## src/rtl/uart_msg_top.sv

```systemverilog
// UART message transmitter: repeatedly sends "CSULB CECS 460 - NNNNN"<CR><LF> with a BCD
// message counter, mirrors the count on LEDs and multiplexes it onto a 4-digit display.
module uart_msg_top #(
  parameter int unsigned REFRESH_DIV = 100000
) (
  input  logic       clk,
  input  logic       rst,
  input  logic       EIGHT,
  input  logic       PEN,
  input  logic       OHEL,
  input  logic [3:0] BAUD,
  output logic       TX,
  output logic [7:0] leds,
  output logic [3:0] anode,
  output logic [6:0] sev
);

  typedef enum logic {StIdle, StBusy} tx_state_e;

  tx_state_e   state_q, state_d;
  logic [18:0] div_q, div_d, div_sel;
  logic [18:0] bt_cnt_q, bt_cnt_d;
  logic [3:0]  bit_cnt_q, bit_cnt_d;
  logic [10:0] sr_q, sr_d, frame;
  logic        load, par;
  logic [7:0]  ch;
  logic [4:0]  idx_q, idx_d;
  logic [19:0] bcd_q, bcd_d;
  logic [7:0]  leds_q, leds_d;
  logic        carry;
  logic [31:0] ref_q, ref_d;
  logic [1:0]  sel_q, sel_d;
  logic [3:0]  digit;

  // Bit-time divisor for the selected baud rate (100 MHz clock).
  always_comb begin
    unique case (BAUD)
      4'h0:    div_sel = 19'd333333;
      4'h1:    div_sel = 19'd83333;
      4'h2:    div_sel = 19'd41667;
      4'h3:    div_sel = 19'd20833;
      4'h4:    div_sel = 19'd10417;
      4'h5:    div_sel = 19'd5208;
      4'h6:    div_sel = 19'd2604;
      4'h7:    div_sel = 19'd1736;
      4'h8:    div_sel = 19'd868;
      4'h9:    div_sel = 19'd434;
      4'hA:    div_sel = 19'd217;
      default: div_sel = 19'd109;
    endcase
  end

  // Character currently addressed by the message sequencer.
  always_comb begin
    case (idx_q)
      5'd0, 5'd6, 5'd8: ch = 8'h43;  // C
      5'd1, 5'd9:       ch = 8'h53;  // S
      5'd2:             ch = 8'h55;  // U
      5'd3:             ch = 8'h4C;  // L
      5'd4:             ch = 8'h42;  // B
      5'd7:             ch = 8'h45;  // E
      5'd11:            ch = 8'h34;  // 4
      5'd12:            ch = 8'h36;  // 6
      5'd13:            ch = 8'h30;  // 0
      5'd15:            ch = 8'h2D;  // -
      5'd17:            ch = 8'h30 + {4'h0, bcd_q[19:16]};
      5'd18:            ch = 8'h30 + {4'h0, bcd_q[15:12]};
      5'd19:            ch = 8'h30 + {4'h0, bcd_q[11:8]};
      5'd20:            ch = 8'h30 + {4'h0, bcd_q[7:4]};
      5'd21:            ch = 8'h30 + {4'h0, bcd_q[3:0]};
      5'd22:            ch = 8'h0D;
      5'd23:            ch = 8'h0A;
      default:          ch = 8'h20;  // spaces at 5, 10, 14, 16
    endcase
  end

  // Assemble the 11-bit frame (start bit in bit 0) for the sampled format.
  always_comb begin
    par = (EIGHT ? ^ch : ^ch[6:0]) ^ OHEL;
    unique case ({EIGHT, PEN})
      2'b11:   frame = {1'b1, par, ch, 1'b0};
      2'b10:   frame = {2'b11, ch, 1'b0};
      2'b01:   frame = {2'b11, par, ch[6:0], 1'b0};
      default: frame = {3'b111, ch[6:0], 1'b0};
    endcase
  end

  // Transmitter FSM: load a frame whenever idle, shift one bit per bit time.
  always_comb begin
    state_d   = state_q;
    div_d     = div_q;
    bt_cnt_d  = bt_cnt_q;
    bit_cnt_d = bit_cnt_q;
    sr_d      = sr_q;
    load      = 1'b0;
    unique case (state_q)
      StIdle: begin
        load      = 1'b1;
        sr_d      = frame;
        div_d     = div_sel;
        bt_cnt_d  = '0;
        bit_cnt_d = '0;
        state_d   = StBusy;
      end
      StBusy: begin
        if (bt_cnt_q == div_q - 19'd1) begin
          bt_cnt_d = '0;
          sr_d     = {1'b1, sr_q[10:1]};
          if (bit_cnt_q == 4'd10) begin
            bit_cnt_d = '0;
            state_d   = StIdle;
          end else begin
            bit_cnt_d = bit_cnt_q + 4'd1;
          end
        end else begin
          bt_cnt_d = bt_cnt_q + 19'd1;
        end
      end
      default: state_d = StIdle;
    endcase
  end

  // Sequencer and counters advance on every frame load; LF load bumps the count.
  always_comb begin
    idx_d  = idx_q;
    bcd_d  = bcd_q;
    leds_d = leds_q;
    carry  = 1'b0;
    if (load) begin
      idx_d = (idx_q == 5'd23) ? 5'd0 : idx_q + 5'd1;
      if (idx_q == 5'd23) begin
        leds_d = leds_q + 8'd1;
        carry  = 1'b1;
        for (int i = 0; i < 5; i++) begin
          if (carry) begin
            if (bcd_q[4*i +: 4] == 4'd9) begin
              bcd_d[4*i +: 4] = 4'd0;
            end else begin
              bcd_d[4*i +: 4] = bcd_q[4*i +: 4] + 4'd1;
              carry           = 1'b0;
            end
          end
        end
      end
    end
  end

  // Display refresh: advance the digit slot every REFRESH_DIV cycles.
  always_comb begin
    ref_d = ref_q + 32'd1;
    sel_d = sel_q;
    if (ref_q == REFRESH_DIV - 1) begin
      ref_d = '0;
      sel_d = sel_q + 2'd1;
    end
  end

  // State registers with synchronous reset.
  always_ff @(posedge clk) begin
    if (rst) begin
      state_q   <= StIdle;
      div_q     <= '0;
      bt_cnt_q  <= '0;
      bit_cnt_q <= '0;
      sr_q      <= '1;
      idx_q     <= '0;
      bcd_q     <= '0;
      leds_q    <= '0;
      ref_q     <= '0;
      sel_q     <= '0;
    end else begin
      state_q   <= state_d;
      div_q     <= div_d;
      bt_cnt_q  <= bt_cnt_d;
      bit_cnt_q <= bit_cnt_d;
      sr_q      <= sr_d;
      idx_q     <= idx_d;
      bcd_q     <= bcd_d;
      leds_q    <= leds_d;
      ref_q     <= ref_d;
      sel_q     <= sel_d;
    end
  end

  // Digit selection and active-low hex decode for the display.
  always_comb begin
    unique case (sel_q)
      2'd0:    begin anode = 4'b1110; digit = bcd_q[3:0];   end
      2'd1:    begin anode = 4'b1101; digit = bcd_q[7:4];   end
      2'd2:    begin anode = 4'b1011; digit = bcd_q[11:8];  end
      default: begin anode = 4'b0111; digit = bcd_q[15:12]; end
    endcase
    unique case (digit)
      4'h0: sev = 7'b0000001;
      4'h1: sev = 7'b1001111;
      4'h2: sev = 7'b0010010;
      4'h3: sev = 7'b0000110;
      4'h4: sev = 7'b1001100;
      4'h5: sev = 7'b0100100;
      4'h6: sev = 7'b0100000;
      4'h7: sev = 7'b0001111;
      4'h8: sev = 7'b0000000;
      4'h9: sev = 7'b0000100;
      4'hA: sev = 7'b0001000;
      4'hB: sev = 7'b1100000;
      4'hC: sev = 7'b0110001;
      4'hD: sev = 7'b1000010;
      4'hE: sev = 7'b0110000;
      default: sev = 7'b0111000;
    endcase
  end

  assign TX   = sr_q[0];
  assign leds = leds_q;

endmodule

```

## config.mk

```make
export PLATFORM = sky130hd
export DESIGN_NAME = uart_msg_top
export DESIGN_NICKNAME = d
export VERILOG_FILES = /design/src/rtl/uart_msg_top.sv
export SDC_FILE = /design/constraint.sdc
export NUM_CORES = 1
export LEC_CHECK = 0
export ABC_AREA = 1
export CAP_MARGIN = 20
export CORE_MARGIN = 1.5
export CORE_UTILIZATION = 50
export DETAILED_ROUTE_END_ITERATION = 10
export GPL_ROUTABILITY_DRIVEN = 0
export PLACE_DENSITY = 0.75
export SKIP_CTS_REPAIR_TIMING = 1
export SYNTH_ARGS = -nofsm -noshare
export SYNTH_HDL_FRONTEND = slang
export SYNTH_SLANG_ARGS = --single-unit
```

## constraint.sdc

```tcl
create_clock -name clk -period 2.01 [get_ports clk]
set_input_delay 0.201 -clock clk [delete_from_list [all_inputs] [get_ports clk]]
set_output_delay 0.201 -clock clk [all_outputs]
set_load 0.1 [all_outputs]
```

Word-level counts from Yosys, hierarchy flattened. Memory sizes are Yosys's and may differ from the RTL's. A register that Yosys moved wholly into a read port is not among the register bits. Index checks and enable logic that the tools add are counted.

Add/sub/neg operators: 17. Equality and inequality tests: 33. Muxes and demuxes: 36. Reductions and logical operators: 13. Bitwise gates (word level): 2.

Operators with widths (count): one-hot mux 7 bit (17 select lines) (1); one-hot mux 19 bit (2 select lines) (1); adder 6 x 4 -> 7 bit, first input constant (5); equality test 5 bit, second input constant (7); adder 32 x 1 -> 32 bit, second input constant (1); equality test 32 x 17 -> 1 bit, second input constant (1); equality test 5 x 4 -> 1 bit, second input constant (6); one-hot mux 10 bit (3 select lines) (1); 2-to-1 mux 4 bit (7); adder 4 x 1 -> 4 bit, second input constant (6); equality test 4 bit, second input constant (6); one-hot mux 4 bit (3 select lines) (2); one-hot mux 11 bit (2 select lines) (1); adder 19 x 1 -> 19 bit, second input constant (1); equality test 19 bit (1); 2-to-1 mux 19 bit (1); subtractor 19 x 1 -> 19 bit, second input constant (1); 2-to-1 mux 1 bit (18); equality test 5 x 3 -> 1 bit, second input constant (3); AND reduction 3 bit (4); 2-to-1 mux 11 bit (1); equality test 5 x 2 -> 1 bit, second input constant (2); adder 8 x 1 -> 8 bit, second input constant (1); one-hot mux 4 bit (2 select lines) (1); other kinds (18) (22).

Memories: 2. Word-level logic and storage cells: 117. Bits of input ports: 9. Output and inout bits: 20. Bits in read-only memories: 400. Flip-flop bits (word level): 121.

Memories: (name not given) (depth 16, width 18, read ports 1, clocked after Yosys merged registers in 1, wr ports 0, RTL line 37) `unique case (BAUD)`; (name not given) (depth 16, width 7, read ports 1, clocked after Yosys merged registers in 0, wr ports 0, RTL line 193) `unique case (digit)`.

Logic depth before layout (Yosys ltp).
Depth in word-level cells: 14. Gate-level depth with buffers: 18. Mapped depth without buffers: 18.

Worst setup path after synthesis. OpenSTA, ideal clock, no wires.

Kind: register to output. Start: register sel_q[0]. End: output port sev[3]. Path slack: -2.465 ns. Stages on the path, launching flop included: 10. Buffers on the path: 0. Data arrival time: 4.274 ns. Required time: 1.809 ns. Cell sequence: dfxtp_1 -> inv_1 -> ha_1 -> inv_1 -> o21ai_0 -> o22ai_1 -> inv_1 -> ha_1 -> nor3_1 -> o21ai_0.

Longest elaborated chain between the ends: 3. Elaborated cells between the ends (all ways): 5. Those cells by class: 2 x eq/ne; 1 x mux; 1 x reduce/logical; 1 x memory.

RTL lines: from (decl) (RTL line 32) `logic [1:0] sel_q, sel_d;`; from (signal assigned) (RTL line 181) `sel_q <= sel_d;`; equality test 2 bit, or another cell as far along (RTL line 187) `unique case (sel_q)`; one-hot mux 4 bit (3 select lines) * (RTL line 187); memory (16 x 7 bit) *; to (decl) (RTL line 15) `output logic [6:0] sev`.

Mark *: on every way between the ends. The rest lies on a longest branch, timed or not.

Final worst setup path. Ends and elaborated chain as after synthesis.

==> out/results.tsv <==
metric	value	unit
drtAntennaViolNets	0	
synth-compound-area-share	0.105	
cts_tree	done	
wirelength	24.0	mm
stdcell_count	1574	
p_leak	4.72	nW
yosysTopAreaCell	dfxtp_1	
setup_violations	43	
yosysMostFrequentCell	nand2_1	
relSlewSlack	0.674	
h-tree-depth	4	
crit_path_end_kind	output port	
final_critical_path_setup_slack	-0.590	ns
synthCells	1204	
fin_util	0.741	
die-area	16200	µm²
postPlaceCellArea	9370	µm²
fmax	385	MHz
start_util	0.511	
port_buffers	28	
drt-vias-per-instance	5.62	
syn_avg_cell_area	6.42	µm²
vias	8849	
ios	29	
grt_overflow	0	
vdd_ir_drop_max	0.686	mV
dp.cells	1508	
syn_area	7730	µm²
ys_types	51	
cts_sinks	119	
synth_area_leaders	dfxtp_1, nand2_1, inv_1	
grt_pass1_wl	33.6	mm
area_growth	45.1	%
die_w	127	µm
critPathLaunchType	flip-flop	
synth_top_family_by_area	simple AND/OR/NAND/NOR gates	
powerDensity	612	nW/µm²
synthXorXnorAreaFrac	0.0391	
drt_iter0_drc	751	
path_clk_slew	0.06	ns
dpl.hpwl	14.5	mm
synth_ff_type	dfxtp_1	
grt_pass1_vias	7742	
syn_nets	1242	
coreArea	15100	µm²
cts_buffers	17	
timing.final.crit_period	2.60	ns
clockBufferDepth	2	
insertedDiodeCount	0	
clock_skew	0.0140	ns
final_nets	1411	
holdCritPathClass	flip-flop to flip-flop	
failed_checks	negative setup slack	
ys_warn_count	0	
grt_usage	0.253	
rows	45	
seq_area_frac_synth	0.308	
maxCapViolCount	0	
rsz0062_at_grt	true	
fin_crit_sh	1.29	
critPathRequiredTime	1.81	ns
finalInstanceArea	11200	µm²
hold_violations	0	
place_ws	-0.179	ns
wl_per_cell	15.3	µm
synth.top_cell.area_share	0.308	
die_height	127	µm
crit_fanout	4	
synthSimpleGateAreaFrac	0.400	
root_buffer	clkbuf_16	
cp.arrival	2.40	ns
grt_max_degree	42	
clk-insertion-delay-late	0.43	ns
synth_commonest_cells	nand2_1, inv_1, nor2_1	
synth-async-reset-ratio	0	
antenna_found_initial	0	
worst_pin_slew	0.488	ns
slew_viol_final	0	
drive_above_1_share	0.343	
synthAdderAreaFrac	0.0469	
critical_path_class	flip-flop to output port	
ys_seq_elements	119	
drtPass1Iterations	6	
outcome	finished with violations	
synthMuxAreaShare	0	
synth_edf_count	0	
drc	0	
## cell families after synthesis
kind of cell | after synthesis
simple gates | 679
buf+inv | 201
compound gates | 143
flops | 119
xor+xnor | 33
fa+ha+maj | 29
## where the power goes
group	leakage (nW)	switching (mW)	internal (mW)
Clock	0.287	1.11	1.96
Combinational	3.45	0.772	0.544
Sequential	0.977	0.0653	2.41
Total	4.72	1.95	4.92
## worst paths after layout
check	cells past startpoint	start	slack (ns)	to
min reg2reg	2	sr_q[0]	0.49	sr_q[0]
max	12	sel_q[0]	-0.59	sev[3]
max reg2reg	14	div_q[0]	-0.24	bit_cnt_q[2]
min	2	sr_q[0]	0.49	sr_q[0]
## cell usage in the layout, fill, tap and decap left out, drive strengths merged, types with 2 or more instances in the layout
cell and n:
a211oi 6, ha 29, clkbuf 25, clkinvlp 4, nor4 10, nor2 180
dfxtp 119, inv 167, a21oi 51, a31oi 4, nand3b 3, nor3b 7
and3 3, buf 167, o211ai 3, o21a 5, o221ai 3, o22ai 7
nand3 110, nor3 42, clkdlybuf4s50 8, bufinv 3, xnor2 7, xor2 25
clkinv 6, o2111a 2, o21ai 56, nand4 38, nand2 282, or2 7
## layout make-up
class,instances,area [µm²]
clock inverters,10,128
fillers,1040,3920
flip-flops and latches,119,2430
clock buffers,22,454
multi-input cells,887,5650
repair buffers,178,1650
well taps,188,235
inverters,170,679
## per-stage QoR
| stage | hold slack, ns | setup TNS, ns | total power [mW] |
|---|---|---|---|
| 3_3_place_gp | 0.475 | -0.899 | 3.45 |
| 3_5_place_dp | 0.479 | -2.52 | 3.47 |
| 5_1_grt | 0.508 | -14.11 | 7.11 |
| 2_1_floorplan | 0.409 | -4.28 | 3.14 |
| 4_1_cts | 0.492 | -6.64 | 6.50 |
| 6_report | 0.489 | -10.91 | 6.87 |
## flip-flops by register name, summed over array words and instances (netlist names)
signal,cells
bit_cnt_q,4
sr_q,10
sel_q,2
bcd_q,20
div_q,18
idx_q,5
state_q,1
leds,8
bt_cnt_q,19
ref_q,32
## worst max-delay path, cell delays in order (launching register included)
cell	delay, ns
dfxtp_4	0.36
inv_4	0.08
ha_4	0.14
clkinvlp_4	0.14
o22ai_4	0.24
o22ai_4	0.14
buf_4	0.16
ha_1	0.20
nand2_2	0.11
nand2_2	0.07
nand2_2	0.08
o21ai_4	0.06
buf_12	0.16
## layer usage
| metal | part of all wire | vias to the layer above | track usage |
|---|---|---|---|
| met5 | 0 | - | 0 |
| met4 | 0.039 | 0 | 0.0949 |
| met3 | 0.059 | 89 | 0.0436 |
| met2 | 0.50 | 387 | 0.434 |
| met1 | 0.41 | 4108 | 0.317 |
| li1 | - | 4265 | - |
No activity file was read; power rests on OpenSTA's default activity.
